$ cat config.mk
export PLATFORM = sky130hd
export DESIGN_NAME = decoder_unit_flat
export DESIGN_NICKNAME = d
export VERILOG_FILES = /design/src/rtl/decoder_unit_if.sv /design/src/rtl/decoder_unit.sv /design/src/flat_wrapper.sv
export SDC_FILE = /design/constraint.sdc
export NUM_CORES = 1
export LEC_CHECK = 0
export ABC_AREA = 0
export CAP_MARGIN = 20
export CORE_MARGIN = 2
export CORE_UTILIZATION = 36
export DETAILED_ROUTE_END_ITERATION = 8
export PLACE_DENSITY_LB_ADDON = 0.1
export SYNTH_ARGS = -nofsm -noshare
export SYNTH_HDL_FRONTEND = slang
export SYNTH_SLANG_ARGS = --single-unit
$ cat constraint.sdc
create_clock -name vclk -period 2.4
set_clock_uncertainty 0.2 [all_clocks]
set_input_delay 0.36 -clock vclk [all_inputs]
set_output_delay 0.36 -clock vclk [all_outputs]
set_load 0.02 [all_outputs]
$ cat src/rtl/decoder_unit_if.sv
// Instruction-decode bus: the instruction word in, the datapath control fields and strobes out.
interface decoder_unit_if;
  logic [15:0] insn;
  logic        sign;
  logic [15:0] imm_mask;
  logic [2:0]  src_a;
  logic [1:0]  src_b;
  logic [5:0]  alu_sel;
  logic        wr_stk1;
  logic        pop;
  logic        push;
  logic        load_stk;
  logic        load_fp;
  logic        load_ip;
  logic        load_isr;
  logic        cpop;
  logic        cpush;
  logic        byt;
  logic        rd_mem;
  logic        wr_mem;
  logic        set_ien;
  logic        clear_ien;

  modport master (
    output insn,
    input  sign, imm_mask, src_a, src_b, alu_sel,
    input  wr_stk1, pop, push, load_stk, load_fp, load_ip, load_isr,
    input  cpop, cpush, byt, rd_mem, wr_mem, set_ien, clear_ien
  );

  modport slave (
    input  insn,
    output sign, imm_mask, src_a, src_b, alu_sel,
    output wr_stk1, pop, push, load_stk, load_fp, load_ip, load_isr,
    output cpop, cpush, byt, rd_mem, wr_mem, set_ien, clear_ien
  );
endinterface

$ cat src/rtl/decoder_unit.sv
// Purely combinational stack-machine instruction decoder. Reset only gates the
// side-effect strobes; the data-path select fields always follow the instruction.
module decoder_unit (
  input  logic           clk,
  input  logic           rst_n,
  decoder_unit_if.slave  bus
);

  localparam logic [2:0] SrcAStk0 = 3'd0;
  localparam logic [2:0] SrcAFp   = 3'd1;
  localparam logic [2:0] SrcAIp   = 3'd2;
  localparam logic [2:0] SrcACstk = 3'd3;
  localparam logic [2:0] SrcABar  = 3'd4;

  localparam logic [1:0] SrcBStk1 = 2'd0;
  localparam logic [1:0] SrcBImm  = 2'd1;
  localparam logic [1:0] SrcBIsr  = 2'd2;

  localparam logic [5:0] AluA   = 6'h00;
  localparam logic [5:0] AluAdd = 6'h04;
  localparam logic [5:0] AluB   = 6'h0F;

  logic        signD;
  logic [15:0] immMaskD;
  logic [2:0]  srcAD;
  logic [1:0]  srcBD;
  logic [5:0]  aluSelD;
  logic        bytD;
  logic        wrStk1D, popD, pushD, loadStkD, loadFpD, loadIpD, loadIsrD;
  logic        cpopD, cpushD, rdMemD, wrMemD, setIenD, clearIenD;
  logic [15:0] insn;

  // clk and insn[8] carry no meaning for this decoder.
  logic [1:0]  unusedBits;
  assign unusedBits = {clk, bus.insn[8]};

  assign insn = bus.insn;

  always_comb begin
    signD     = 1'b0;
    immMaskD  = 16'h0000;
    srcAD     = SrcAStk0;
    srcBD     = SrcBStk1;
    aluSelD   = AluA;
    bytD      = 1'b0;
    wrStk1D   = 1'b0;
    popD      = 1'b0;
    pushD     = 1'b0;
    loadStkD  = 1'b0;
    loadFpD   = 1'b0;
    loadIpD   = 1'b0;
    loadIsrD  = 1'b0;
    cpopD     = 1'b0;
    cpushD    = 1'b0;
    rdMemD    = 1'b0;
    wrMemD    = 1'b0;
    setIenD   = 1'b0;
    clearIenD = 1'b0;

    if (insn[15]) begin
      immMaskD = 16'h7FFF;
      srcBD    = SrcBImm;
      aluSelD  = AluB;
      pushD    = 1'b1;
      loadStkD = 1'b1;
    end else begin
      case (insn[14:12])
        3'b000: begin
          immMaskD = 16'h0FFE;
          signD    = insn[11];
          srcAD    = SrcAIp;
          srcBD    = SrcBImm;
          aluSelD  = AluAdd;
          loadIpD  = 1'b1;
          cpushD   = insn[0];
        end
        3'b010, 3'b011, 3'b100: begin
          // Memory ops share the base-address selection; the opcode picks size and direction.
          srcBD = SrcBImm;
          case (insn[11:10])
            2'b00: aluSelD = AluB;
            2'b01: begin srcAD = SrcABar;  aluSelD = AluAdd; end
            2'b10: begin srcAD = SrcAIp;   aluSelD = AluAdd; end
            default: begin srcAD = SrcACstk; aluSelD = AluAdd; end
          endcase
          if (insn[14:12] == 3'b100) begin
            immMaskD = 16'h03FE;
          end else begin
            immMaskD = 16'h03FF;
            bytD     = 1'b1;
          end
          if (insn[14:12] == 3'b011 || (insn[14:12] == 3'b100 && insn[0])) begin
            wrMemD = 1'b1;
            popD   = 1'b1;
          end else begin
            rdMemD   = 1'b1;
            pushD    = 1'b1;
            loadStkD = 1'b1;
          end
        end
        3'b110: begin
          if (insn[11:10] == 2'b01) begin
            immMaskD = 16'h03FF;
            signD    = insn[9];
            srcAD    = SrcAFp;
            srcBD    = SrcBImm;
            aluSelD  = AluAdd;
            loadFpD  = 1'b1;
          end
        end
        3'b111: begin
          if (!insn[11]) begin
            aluSelD  = insn[5:0];
            loadStkD = 1'b1;
            popD     = insn[6];
            pushD    = insn[7];
          end else begin
            // Byte forms of LDD/STA/STD sit at the odd code just above their word form.
            case (insn[4:0])
              5'h00: begin srcAD = SrcACstk; loadIpD = 1'b1; cpopD = 1'b1; end
              5'h08, 5'h09: begin
                bytD = insn[0]; loadStkD = 1'b1; rdMemD = 1'b1;
              end
              5'h0C, 5'h0D: begin
                bytD = insn[0]; wrStk1D = 1'b1; popD = 1'b1; loadStkD = 1'b1; wrMemD = 1'b1;
              end
              5'h0E, 5'h0F: begin
                bytD = insn[0]; wrStk1D = 1'b1; popD = 1'b1; wrMemD = 1'b1;
              end
              5'h10: begin
                srcAD = SrcAIp; srcBD = SrcBIsr; aluSelD = AluB; loadIpD = 1'b1; cpushD = 1'b1;
              end
              5'h11: begin popD = 1'b1; loadIsrD = 1'b1; end
              5'h12: begin
                srcAD = SrcACstk; loadIpD = 1'b1; cpopD = 1'b1; setIenD = 1'b1;
              end
              5'h13: clearIenD = 1'b1;
              5'h14: setIenD = 1'b1;
              default: ;
            endcase
          end
        end
        default: ;
      endcase
    end
  end

  assign bus.sign     = signD;
  assign bus.imm_mask = immMaskD;
  assign bus.src_a    = srcAD;
  assign bus.src_b    = srcBD;
  assign bus.alu_sel  = aluSelD;
  assign bus.byt      = bytD;

  assign bus.wr_stk1   = wrStk1D   & rst_n;
  assign bus.pop       = popD      & rst_n;
  assign bus.push      = pushD     & rst_n;
  assign bus.load_stk  = loadStkD  & rst_n;
  assign bus.load_fp   = loadFpD   & rst_n;
  assign bus.load_ip   = loadIpD   & rst_n;
  assign bus.load_isr  = loadIsrD  & rst_n;
  assign bus.cpop      = cpopD     & rst_n;
  assign bus.cpush     = cpushD    & rst_n;
  assign bus.rd_mem    = rdMemD    & rst_n;
  assign bus.wr_mem    = wrMemD    & rst_n;
  assign bus.set_ien   = setIenD   & rst_n;
  assign bus.clear_ien = clearIenD & rst_n;

endmodule

$ cat src/flat_wrapper.sv
// flat-port wrapper written by rule: the top's interface ports become plain ports
module decoder_unit_flat 
  (clk, rst_n, bus_insn, bus_sign, bus_imm_mask, bus_src_a, bus_src_b, bus_alu_sel, bus_wr_stk1, bus_pop, bus_push, bus_load_stk, bus_load_fp, bus_load_ip, bus_load_isr, bus_cpop, bus_cpush, bus_byt, bus_rd_mem, bus_wr_mem, bus_set_ien, bus_clear_ien);
  decoder_unit_if bus_i ();
  input  logic clk;
  input  logic rst_n;
  input wire logic [$bits(bus_i.insn)-1:0] bus_insn;
  output wire logic [$bits(bus_i.sign)-1:0] bus_sign;
  output wire logic [$bits(bus_i.imm_mask)-1:0] bus_imm_mask;
  output wire logic [$bits(bus_i.src_a)-1:0] bus_src_a;
  output wire logic [$bits(bus_i.src_b)-1:0] bus_src_b;
  output wire logic [$bits(bus_i.alu_sel)-1:0] bus_alu_sel;
  output wire logic [$bits(bus_i.wr_stk1)-1:0] bus_wr_stk1;
  output wire logic [$bits(bus_i.pop)-1:0] bus_pop;
  output wire logic [$bits(bus_i.push)-1:0] bus_push;
  output wire logic [$bits(bus_i.load_stk)-1:0] bus_load_stk;
  output wire logic [$bits(bus_i.load_fp)-1:0] bus_load_fp;
  output wire logic [$bits(bus_i.load_ip)-1:0] bus_load_ip;
  output wire logic [$bits(bus_i.load_isr)-1:0] bus_load_isr;
  output wire logic [$bits(bus_i.cpop)-1:0] bus_cpop;
  output wire logic [$bits(bus_i.cpush)-1:0] bus_cpush;
  output wire logic [$bits(bus_i.byt)-1:0] bus_byt;
  output wire logic [$bits(bus_i.rd_mem)-1:0] bus_rd_mem;
  output wire logic [$bits(bus_i.wr_mem)-1:0] bus_wr_mem;
  output wire logic [$bits(bus_i.set_ien)-1:0] bus_set_ien;
  output wire logic [$bits(bus_i.clear_ien)-1:0] bus_clear_ien;
  assign bus_i.insn = bus_insn;
  assign bus_sign = bus_i.sign;
  assign bus_imm_mask = bus_i.imm_mask;
  assign bus_src_a = bus_i.src_a;
  assign bus_src_b = bus_i.src_b;
  assign bus_alu_sel = bus_i.alu_sel;
  assign bus_wr_stk1 = bus_i.wr_stk1;
  assign bus_pop = bus_i.pop;
  assign bus_push = bus_i.push;
  assign bus_load_stk = bus_i.load_stk;
  assign bus_load_fp = bus_i.load_fp;
  assign bus_load_ip = bus_i.load_ip;
  assign bus_load_isr = bus_i.load_isr;
  assign bus_cpop = bus_i.cpop;
  assign bus_cpush = bus_i.cpush;
  assign bus_byt = bus_i.byt;
  assign bus_rd_mem = bus_i.rd_mem;
  assign bus_wr_mem = bus_i.wr_mem;
  assign bus_set_ien = bus_i.set_ien;
  assign bus_clear_ien = bus_i.clear_ien;
  decoder_unit u_core (.clk(clk), .rst_n(rst_n), .bus(bus_i));
endmodule
==> results_dict.tcl <==
set metrics [dict create \
    seq_cell_count 0 \
    synthMostInstantiatedCell "nand2_1" \
    grt_use_total_pct 27.6 \
    wl_mm 2.93 \
    synth_top_area_share_pct 15.7 \
    peakVddDrop_mv 0.105 \
    seqPwrFrac_pct 0 \
    diodes 0 \
    clockPowerShare_pct 0 \
    design.portCount 60 \
    core_area_um2 1750 \
    via_per_inst 5.26 \
    finalSetupViolations 0 \
    fmax_mhz 426 \
    synth.distinct_cells 37 \
    dpl-instance-area_um2 1430 \
    wl_per_cell_um 13.7 \
    die_w_um 47.2 \
    finalCritPeriodShare_pct 97.8 \
    hold_ws_ps 1030 \
    syn_to_final_growth_pct 114 \
    grt_max_degree 10 \
    drt-pass1-iter-count 4 \
    portBuffers 57 \
    synth_seq_area_share_pct 0 \
    synthesis.area_um2 671 \
    p_sw_uw 131 \
    p_leak_nw 0.701 \
    max_cap_violations 0 \
    final_area_um2 1440 \
    timing.setup.tns_ps 0 \
    hold_viol 0 \
    crit_required_ps 1840 \
    p_sw_share_pct 52.4 \
    powerDensity_nw_per_um2 174 \
    avgSynthCellArea_um2 5.93 \
    ys.warnings.count 0 \
    post_cts_buffers 0 \
    cts_hold_buf 0 \
    regArea_um2 0 \
    finalMaxSlewViolations 0 \
    synth_commonest_cells "20 x nand2_1, 14 x buf_4, 8 x nor2_1" \
    grt_pass1_vias 990 \
    cp-end-kind "primary output" \
    antenna_found_initial 0 \
    start_util_pct 38.4 \
    drtIter0Drc 19 \
    grt_overflow 0 \
    hold_path.class "in2out" \
    gp_congestion 0.890 \
    internal_power_uw 119 \
    power_frac_comb_pct 100.0 \
    critical_path_class "in2out" \
    synth_nets 131 \
    worst_setup_path_start_kind "primary input" \
    critPathArrivalTime_ps 1790 \
    synth.largest_area_cell "buf_4" \
    die_h_um 47.2 \
    path_max_fanout 2 \
    row_count 15 \
    via_count 1121 \
    outcome "finished, final reports clean" \
    ant_nets 0 \
    nets 208 \
    fin_crit_ps 2350 \
    fp.dieArea_um2 2220 \
    synth_cells 113 \
    dp_hpwl_mm 2.31 \
    final_util_pct 82.2 \
    clkbuf_count 0 \
    drive_gt1_share_pct 42.0 \
    drc 0 \
    grt_pass1_wl_mm 4.50 \
    synth_area_leaders "buf_4 16%, nand2_1 11%, nand2b_1 5.6%" \
]
cells by family after synthesis:
logic type | count (synthesis) | synth area share, %
AND/OR/NAND/NOR | 60 | 49.1
other | 1 | 0.559
XOR/XNOR | 2 | 2.61
buffers and inverters | 26 | 22.8
AO/OA/AOI/OAI | 24 | 25.0
worst max-delay path, stage by stage:
cell	delay, ps
clkdlybuf4s50_1	450
nand2b_1	110
a21oi_1	90
or3_1	330
buf_4	140
dlygate4sd2_1	310
layout by cell type (no fill, tap or decap), drive strengths merged, types with 2 or more instances in the layout:
| master | synthesis | layout |
|---|---|---|
| buf | 16 | 51 |
| nand2 | 20 | 20 |
| dlygate4sd2 | 0 | 14 |
| clkdlybuf4s15 | 0 | 12 |
| clkdlybuf4s50 | 0 | 11 |
| nor2 | 9 | 9 |
| nand2b | 6 | 6 |
| inv | 5 | 5 |
| a21oi | 5 | 5 |
| o21ai | 5 | 5 |
| and3 | 4 | 4 |
| a31oi | 4 | 4 |
| dlymetal6s2s | 0 | 4 |
| clkbuf | 5 | 4 |
| nor3 | 4 | 4 |
| nand3 | 3 | 3 |
| nor3b | 3 | 3 |
| xnor2 | 2 | 2 |
| a21boi | 2 | 2 |
| nand4 | 2 | 2 |
| or3 | 2 | 2 |
| nor4 | 2 | 2 |
power by group through the flow:
stage | logic [mW] | registers [mW] | clock network [mW]
6_report | 0.249 | 0 | 0
5_1_grt | 0.268 | 0 | 0
4_1_cts | 0.245 | 0 | 0
3_5_place_dp | 0.255 | 0 | 0
3_3_place_gp | 0.250 | 0 | 0
2_1_floorplan | 0.126 | 0 | 0
final timing paths:
path	start	to	slack, ps	cells after the start
worst max-delay path	bus_insn[10]	bus_src_b[0]	50	6
worst min-delay path	bus_insn[3]	bus_alu_sel[3]	1030	4
what timing repair did:
item | 4_1_cts | 5_1_grt
gates cloned | 0 | 0
setup endpoints to repair | 38 | 26
gates resized for setup | 114 | 20
pin swaps | 3 | 1
routing by layer:
layer / track usage, % / wire, µm / vias up
li1: - / - / 538
met1: 34.8 / 1110 / 519
met2: 53.4 / 1580 / 59
met3: 1.15 / 194 / 5
met4: 1.67 / 46 / 0
met5: 0 / 0 / -
cell type report:
class / count / area (µm²)
inverters: 5 / 18.8
well taps: 25 / 31.3
multi-input cells: 87 / 588
fillers: 124 / 310
repair buffers: 96 / 797
per-stage QoR:
| stage | worst slack [ps] | cells | total power, mW |
|---|---|---|---|
| floorplan | 315 | 113 | 0.126 |
| global placement | -509 | 213 | 0.250 |
| detailed placement | -562 | 213 | 0.255 |
| CTS | -18.0 | 213 | 0.245 |
| global route | -2.46 | 213 | 0.268 |
| finish | 53.6 | 213 | 0.249 |
(Power assumes the default switching activity.)
